`src/rtl/spi_frame_pkg.sv`:
```
// Shared constants, frame field map and FSM state type for the SPI frame master.
package spi_frame_pkg;

    localparam int unsigned FRAME_BITS_DEFAULT = 48;

    // Master-to-slave frame layout
    localparam int unsigned MOSI_MOTOR_X_MSB = 47;
    localparam int unsigned MOSI_MOTOR_X_LSB = 40;
    localparam int unsigned MOSI_MOTOR_Y_MSB = 39;
    localparam int unsigned MOSI_MOTOR_Y_LSB = 33;
    localparam int unsigned MOSI_ETC_MSB     = 32;
    localparam int unsigned MOSI_ETC_LSB     = 16;
    localparam int unsigned MOSI_ZERO_MSB    = 15;
    localparam int unsigned MOSI_ZERO_LSB    = 0;

    // Slave-to-master frame layout
    localparam int unsigned MISO_ENEMY_X_MSB = 47;
    localparam int unsigned MISO_ENEMY_X_LSB = 32;
    localparam int unsigned MISO_ENEMY_Y_MSB = 31;
    localparam int unsigned MISO_ENEMY_Y_LSB = 16;
    localparam int unsigned MISO_STATUS_MSB  = 15;
    localparam int unsigned MISO_STATUS_LSB  = 3;
    localparam int unsigned MISO_ZERO_MSB    = 2;
    localparam int unsigned MISO_ZERO_LSB    = 0;

    typedef struct packed {
        logic [7:0]  motor_x;
        logic [6:0]  motor_y;
        logic [16:0] etc;
        logic [15:0] zero;
    } mosi_frame_t;

    typedef struct packed {
        logic [15:0] enemy_x;
        logic [15:0] enemy_y;
        logic [12:0] status;
        logic [2:0]  zero;
    } miso_frame_t;

    typedef enum logic [2:0] {
        IDLE,
        SETUP,
        XFER,
        HOLD,
        GAP
    } spi_state_e;

    function automatic int unsigned max4(input int unsigned a, input int unsigned b,
                                         input int unsigned c, input int unsigned d);
        int unsigned m;
        m = a;
        if (b > m) m = b;
        if (c > m) m = c;
        if (d > m) m = d;
        return m;
    endfunction

endpackage

```
`src/rtl/spi_frame_master_sclk_gen.sv`:
```
// Mode-0 SCLK generator: toggles every CLK_DIV clk cycles while enabled, first edge a rise.
module spi_sclk_gen #(
    parameter int unsigned CLK_DIV = 50
) (
    input  logic clk,
    input  logic rst_n,
    input  logic en,
    output logic sclk,
    output logic rise_tick_c,
    output logic fall_tick_c
);

    localparam int unsigned CNT_W = $clog2(CLK_DIV + 1);

    logic [CNT_W-1:0] cnt_q;
    logic             tick_c;

    // Ticks flag the clk edge on which sclk is about to change level
    assign tick_c      = en && (cnt_q == CNT_W'(CLK_DIV - 1));
    assign rise_tick_c = tick_c && !sclk;
    assign fall_tick_c = tick_c && sclk;

    always_ff @(posedge clk or negedge rst_n) begin
        if (!rst_n) begin
            cnt_q <= '0;
            sclk  <= 1'b0;
        end else if (!en) begin
            cnt_q <= '0;
            sclk  <= 1'b0;
        end else if (tick_c) begin
            cnt_q <= '0;
            sclk  <= ~sclk;
        end else begin
            cnt_q <= cnt_q + CNT_W'(1);
        end
    end

endmodule

```
`src/rtl/spi_frame_master.sv`:
```
// Mode-0 SPI master running one fixed-length full-duplex frame per start request.
module spi_frame_master
    import spi_frame_pkg::*;
#(
    parameter int unsigned CLK_DIV    = 50,
    parameter int unsigned FRAME_BITS = FRAME_BITS_DEFAULT,
    parameter int unsigned CS_SETUP   = 4,
    parameter int unsigned CS_HOLD    = 4,
    parameter int unsigned GAP        = 8
) (
    input  logic                  clk,
    input  logic                  reset,
    input  logic                  start,
    input  logic [FRAME_BITS-1:0] tx_frame,
    output logic                  busy,
    output logic                  done,
    output logic [FRAME_BITS-1:0] rx_frame,
    output logic                  rx_valid,
    output logic                  sclk,
    output logic                  mosi,
    input  logic                  miso,
    output logic                  cs
);

    localparam int unsigned BIT_W = $clog2(FRAME_BITS + 1);
    localparam int unsigned DLY_W = $clog2(max4(CLK_DIV, CS_SETUP, CS_HOLD, GAP) + 1);

    spi_state_e            state_q, state_d;
    logic [FRAME_BITS-1:0] tx_sh_q, tx_sh_d;
    logic [FRAME_BITS-1:0] rx_sh_q, rx_sh_d;
    logic [FRAME_BITS-1:0] rx_frame_d;
    logic [BIT_W-1:0]      bit_cnt_q, bit_cnt_d;
    logic [DLY_W-1:0]      dly_q, dly_d;
    logic                  cs_d, mosi_d, busy_d, done_d, rx_valid_d;
    logic                  sclk_en_c, rise_tick_c, fall_tick_c;

    assign sclk_en_c = (state_q == XFER);

    spi_sclk_gen #(
        .CLK_DIV(CLK_DIV)
    ) u_sclk_gen (
        .clk        (clk),
        .rst_n      (reset),
        .en         (sclk_en_c),
        .sclk       (sclk),
        .rise_tick_c(rise_tick_c),
        .fall_tick_c(fall_tick_c)
    );

    // Next-state and next-output logic
    always_comb begin
        state_d    = state_q;
        tx_sh_d    = tx_sh_q;
        rx_sh_d    = rx_sh_q;
        bit_cnt_d  = bit_cnt_q;
        dly_d      = dly_q;
        cs_d       = cs;
        mosi_d     = mosi;
        busy_d     = busy;
        done_d     = 1'b0;
        rx_frame_d = rx_frame;
        rx_valid_d = rx_valid;

        unique case (state_q)
            IDLE: begin
                if (start) begin
                    tx_sh_d    = tx_frame;
                    mosi_d     = tx_frame[FRAME_BITS-1];
                    cs_d       = 1'b0;
                    busy_d     = 1'b1;
                    rx_valid_d = 1'b0;
                    bit_cnt_d  = '0;
                    dly_d      = '0;
                    state_d    = SETUP;
                end
            end
            SETUP: begin
                if (dly_q == DLY_W'(CS_SETUP - 1)) begin
                    dly_d   = '0;
                    state_d = XFER;
                end else begin
                    dly_d = dly_q + DLY_W'(1);
                end
            end
            XFER: begin
                if (rise_tick_c) begin
                    rx_sh_d   = {rx_sh_q[FRAME_BITS-2:0], miso};
                    bit_cnt_d = bit_cnt_q + BIT_W'(1);
                end
                // Last fall ends the transfer; mosi keeps the final bit through HOLD
                if (fall_tick_c) begin
                    if (bit_cnt_q == BIT_W'(FRAME_BITS)) begin
                        dly_d   = '0;
                        state_d = HOLD;
                    end else begin
                        tx_sh_d = {tx_sh_q[FRAME_BITS-2:0], 1'b0};
                        mosi_d  = tx_sh_q[FRAME_BITS-2];
                    end
                end
            end
            HOLD: begin
                if (dly_q == DLY_W'(CS_HOLD - 1)) begin
                    cs_d       = 1'b1;
                    mosi_d     = 1'b0;
                    done_d     = 1'b1;
                    rx_frame_d = rx_sh_q;
                    rx_valid_d = 1'b1;
                    dly_d      = '0;
                    state_d    = spi_frame_pkg::GAP;
                end else begin
                    dly_d = dly_q + DLY_W'(1);
                end
            end
            spi_frame_pkg::GAP: begin
                if (dly_q == DLY_W'(GAP - 1)) begin
                    busy_d  = 1'b0;
                    dly_d   = '0;
                    state_d = IDLE;
                end else begin
                    dly_d = dly_q + DLY_W'(1);
                end
            end
            default: begin
                state_d = IDLE;
            end
        endcase
    end

    always_ff @(posedge clk or negedge reset) begin
        if (!reset) begin
            state_q   <= IDLE;
            tx_sh_q   <= '0;
            rx_sh_q   <= '0;
            bit_cnt_q <= '0;
            dly_q     <= '0;
            cs        <= 1'b1;
            mosi      <= 1'b0;
            busy      <= 1'b0;
            done      <= 1'b0;
            rx_frame  <= '0;
            rx_valid  <= 1'b0;
        end else begin
            state_q   <= state_d;
            tx_sh_q   <= tx_sh_d;
            rx_sh_q   <= rx_sh_d;
            bit_cnt_q <= bit_cnt_d;
            dly_q     <= dly_d;
            cs        <= cs_d;
            mosi      <= mosi_d;
            busy      <= busy_d;
            done      <= done_d;
            rx_frame  <= rx_frame_d;
            rx_valid  <= rx_valid_d;
        end
    end

endmodule

```
`config.mk`:
```
export PLATFORM = sky130hd
export DESIGN_NAME = spi_frame_master
export DESIGN_NICKNAME = d
export VERILOG_FILES = /design/src/rtl/spi_frame_pkg.sv /design/src/rtl/spi_frame_master_sclk_gen.sv /design/src/rtl/spi_frame_master.sv
export SDC_FILE = /design/constraint.sdc
export NUM_CORES = 1
export LEC_CHECK = 0
export CAP_MARGIN = 20
export CORE_MARGIN = 5
export CORE_UTILIZATION = 45
export DETAILED_ROUTE_END_ITERATION = 8
export PLACE_DENSITY = 0.71
export SYNTH_ARGS = -nofsm -noshare
export SYNTH_HDL_FRONTEND = slang
export SYNTH_HIERARCHICAL = 1
export SYNTH_SLANG_ARGS = --single-unit
export TNS_END_PERCENT = 5
```
`constraint.sdc`:
```
create_clock -name clk -period 4.7 [get_ports clk]
set_input_delay 0.47 -clock clk [delete_from_list [all_inputs] [get_ports clk]]
set_output_delay 0.47 -clock clk [all_outputs]
set_load 0.05 [all_outputs]
```
==> out/metrics.cfg <==
[yosys]
synth_area_leaders = dfrtp_1, mux2_2, mux2_4, nand2_1, buf_6
synthCells = 605
yosysWarnings = 6
synth_top_area_share_pct = 56.1
avgSynthCellArea_um2 = 12.5
yosys.area.top_type = dfrtp_1
ys.flop_type = dfrtp_1
synth_cell_types = 50
ys_ff_latch = 170
async_flop_share_pct = 100
yosysSeqAreaShare_pct = 56.4
synth_edf_count = 0
syn_nets = 662
syn_area_mm2 = 0.00754

[clock_tree]
clockBufferDepth = 2
clkSinkCount = 170
cts_tree = done
hold_buffers = 0
cts-root-buf = clkbuf_16
post_cts_buffers = 0
clk_latency_ps = 420
cts_resized = 0
htreeDepth = 4
numCtsBuffers = 17
clk_pin_slew_worst_paths_ps = 60

[setup_path]
required_ps = 5000
start_kind = register
cp_cell_sequence = nor2_4 > and2_4 > nor4b_2 > nor4bb_4 > buf_4 > nand4_1 > xor2_1 > nor2_1
worstPathMaxFanout = 52
rr_startpoint = state_q[0]
r2r.worst_path.cells = 8
path_class = reg -> reg
cp-end-kind = register
slowest_delay_ps = 650
arrival_ps = 3520
setup.worst_path.start = state_q[0]
cpMaxStageDelayCell = and2_4

[floorplanning]
initial_core_util_pct = 45.7
coreArea_mm2 = 0.0165
num_io_pins = 106
fp.dieArea_mm2 = 0.0195
rows = 47
die_h_um = 139
die_w_um = 139

[placed_design]
gp_congestion = 0.754
pre_cts_ws_ps = 1460
placed_area_mm2 = 0.00872
numPortBuffers = 105
placed_cells = 903
dp_hpwl_mm = 9.55

[timing]
finalMaxSlewViolations = 0
finalCriticalPeriod_ps = 3210
fmax_ghz = 0.311
fin_crit_sh_pct = 68.3
fin_skew_ps = 10.6
worstMarginPinSlew_ps = 936
setup_tns_ps = 0
hold_viol_final = 0
setup_violations = 0
final.setup.worst_slack_ps = 1490
slew_headroom_pct = 37.6
rsz0062_at_grt = no

[global_route]
grt_first_pass_wirelength_mm = 24.9
track_usage_pct = 15.6
antenna_found_initial = 0
grt_max_degree = 104
globalRouteOverflowTotal = 0
first_global_vias = 4995

[cells_and_area]
syn_to_final_growth_pct = 23.3
final_area_mm2 = 0.00930
fin_util_pct = 56.3
stdcell_count = 935
diodes = 0
fin_nets = 759
final_cell_mix = dfrtp_1, nand2_1, clkdlybuf4s50_1
layout_commonest_cell = dfrtp_1
drive_gt1_share_pct = 27.4

[detailed_routing]
wl_per_cell_um = 15.7
drc = 0
drt-total-wl_mm = 14.7
ant_nets = 0
first_pass_iters = 4
drt-vias-per-instance = 5.00
drtIter0Drc = 205
vias = 4672

[job]
cap_violations = 0

[worst_hold_path]
hp-class = in -> async

[power_and_ir_drop]
leakage_nw = 4.43
power_density_mw_per_mm2 = 469
ir_drop_uv = 262

[run_status]
outcome = complete, no violations

state kept, by name (all words and copies together) (netlist names):
register          count
bit_cnt_q             6
dly_q                 6
rx_frame             48
rx_sh_q              48
done                  1
tx_sh_q              47
rx_valid              1
state_q               3
u_sclk_gen/sclk       1
u_sclk_gen/cnt_q      6
mosi                  1
cs                    1
busy                  1
cells in the mapped netlist (5+ instances only):
| cell | count |
|---|---|
| nor2b_1 | 5 |
| nand2_1 | 158 |
| inv_1 | 7 |
| clkbuf_1 | 11 |
| mux2_4 | 40 |
| buf_2 | 8 |
| ha_1 | 5 |
| nor2_1 | 15 |
| xor2_1 | 5 |
| xnor2_1 | 5 |
| dfrtp_1 | 169 |
| buf_6 | 9 |
| nand3_1 | 8 |
| mux2_2 | 101 |
final cells by class:
class	instances	area [µm²]
clock inverters	14	146
repair buffers	110	1090
well taps	220	275
clock buffers	18	429
fillers	1334	7220
multi-input cells	396	3080
inverters	7	26.3
flip-flops and latches	170	4260
routing by layer:
| layer | track usage [%] | routed length (µm) | part of all wire (%) |
|---|---|---|---|
| met1 | 21.2 | 6940 | 47 |
| met2 | 24.1 | 6780 | 46 |
| met3 | 4.94 | 840 | 5.7 |
| met4 | 4.53 | 129 | 0.88 |
| met5 | 0 | 0 | 0 |
metrics by stage:
stage	total power, mW	hold slack, ps
2_1_floorplan	2.79	174
3_3_place_gp	2.96	447
3_5_place_dp	3.02	457
4_1_cts	4.41	210
5_1_grt	4.59	246
6_report	4.36	164
worst max-delay path: cells and delay by family, from the launching register on:
family / cells / cell delay (ps)
AND/OR/NAND/NOR: 6 / 1890
flip-flops: 1 / 530
buffers and inverters: 1 / 470
XOR/XNOR: 1 / 180
logic make-up (layout without fill, tap and decap cells):
group	count (synthesis)	after routing	synth area share [%]
simple gates	212	212	12.5
mux	142	142	23.2
buf+inv	39	149	3.17
fa+ha+maj	5	5	0.829
flops	170	170	56.4
compound gates	27	27	2.75
xor+xnor	10	10	1.16
power breakdown:
group / internal [mW] / leakage, nW / switching [mW]
clock: 0.786 / 0.282 / 0.587
sequential: 1.74 / 2.23 / 0.202
combinational: 0.604 / 1.91 / 0.441
worst paths after layout:
kind | to | slack (ps)
worst min-delay path | tx_sh_q[21] | 160
worst max-delay path | bit_cnt_q[4] | 1490
worst min register to register | cs | 460
min in group clk | cs | 460
worst max register to register | bit_cnt_q[4] | 1490
max in group asynchronous | tx_sh_q[30] | 3460
Power figures use the tool's default switching activity.
==> variant, RTL diff (config.mk and constraints unchanged) <==
`CS_SETUP`: 4 -> 2.
--- a/src/rtl/spi_frame_master.sv
+++ b/src/rtl/spi_frame_master.sv
@@ -4,7 +4,7 @@
 #(
     parameter int unsigned CLK_DIV    = 50,
     parameter int unsigned FRAME_BITS = FRAME_BITS_DEFAULT,
-    parameter int unsigned CS_SETUP   = 4,
+    parameter int unsigned CS_SETUP   = 2,
     parameter int unsigned CS_HOLD    = 4,
     parameter int unsigned GAP        = 8
 ) (
Formal check against the unedited RTL: no difference found for any inputs over 10 cycles, from zero or initial values and one cycle with reset low; that may be too few to reach the edited logic, so the function may still have changed.
==> variant against the unedited design <==
Routed wire length up 0.80%. Worst setup slack better by 170 ps. Sequential cell count unchanged. Design area down 3.2%. Area after synthesis down 4.3%. Total power down 6.1%. Hold slack worse by 120 ps. Critical path type unchanged. Critical endpoint is now mosi$_DFFE_PN0P_. Largest power group unchanged. Highest routed layer unchanged.
==> variant: results <==
[place]
port_buffers = 105
dpl_cell_area_um2 = 8480
gp_congestion = 0.793
dp.cells = 846
dp_hpwl_um = 9430

[logic_synthesis]
synthXorXnorAreaFrac = 0.0109
yosysUniqueCellTypes = 55
ys_top_cells_by_area = dfrtp_1, mux2_2, mux2i_1
synth_compound_area_frac = 0.0605
yosys-top-cells-count = dfrtp_1, mux2_2, nand3_1, mux2i_1, mux2_1
synth_fa_ha_area_frac = 0.0104
syn_inst = 552
synthesis.nets = 610
synth.mux.area_fraction = 0.217
yosysSeqAreaShare = 0.589

[layout]
instances_no_fill = 874
fin_nets = 707
drive_gt1_frac = 0.169

[setup_path]
critical_path.endpoint = mosi$_DFFE_PN0P_
r2r_cells = 7
arrival_ps = 3340
critical_path_peak_fanout = 51
critPathMaxStageDelay_ps = 700
crit_path_start = state_q[1]$_DFFE_PN0P_
cpLargestDelayFamily = buffers and inverters
cp_slowest_cell = buf_4
r2r-end = mosi$_DFFE_PN0P_
regToRegSetupSlack_ps = 1660

[global_route]
grtUsageTotal = 0.169
grt_pass1_wl_um = 25000
first_global_vias = 4947
grt_max_degree = 69

[status]
status = complete, no violations

[sta]
hold_ws_ps = 44.8
worst-slew-pin-transition_ps = 941
finalCritPeriodShare = 0.648
finClkSkew_ps = 6.09

[detailed_routing]
vias_per_cell = 5.26
drtIter0Drc = 289
route.detailed.drc = 0
wire_per_inst_um = 16.9

[power]
ir_drop_mv = 0.227
power.static_leakage_nw = 4.18

[clock_network]
clkSlewWorstSetupHoldPaths_ps = 60
ctsResizeCount = 0
## variant: cell count changes in the layout (fill, tap and decap cells not counted), sizes merged, moves of 3 or more
cell / unedited run / this run
clkinv: 7 / 4
inv: 10 / 6
o21ai: 6 / 50
mux2: 142 / 98
mux2i: 0 / 46
xnor2: 5 / 2
nand3: 9 / 54
nor2b: 5 / 1
nand4: 1 / 4
nand2: 160 / 11
## variant: power by group
group	switching, mW	internal (mW)	total, mW
registers	0.190	1.72	1.91
logic	0.503	0.418	0.921
clock network	0.534	0.728	1.26
total	1.23	2.86	4.09
## variant: layout make-up
type,instances,area (um2)
timing repair buffer,112,1100
fill,1281,6820
clock buffer,20,447
sequential,170,4260
clock inverter,8,76.3
tap,216,270
inverter,6,22.5
multi-input combinational,342,2830
## variant: metal layers
metal | global-route usage | up-vias | wire length (um)
met4 | 0.0504 | 0 | 181
met5 | 0 | - | 0
met3 | 0.0625 | 21 | 1240
li1 | - | 2165 | -
met1 | 0.226 | 2294 | 6680
met2 | 0.257 | 117 | 6690
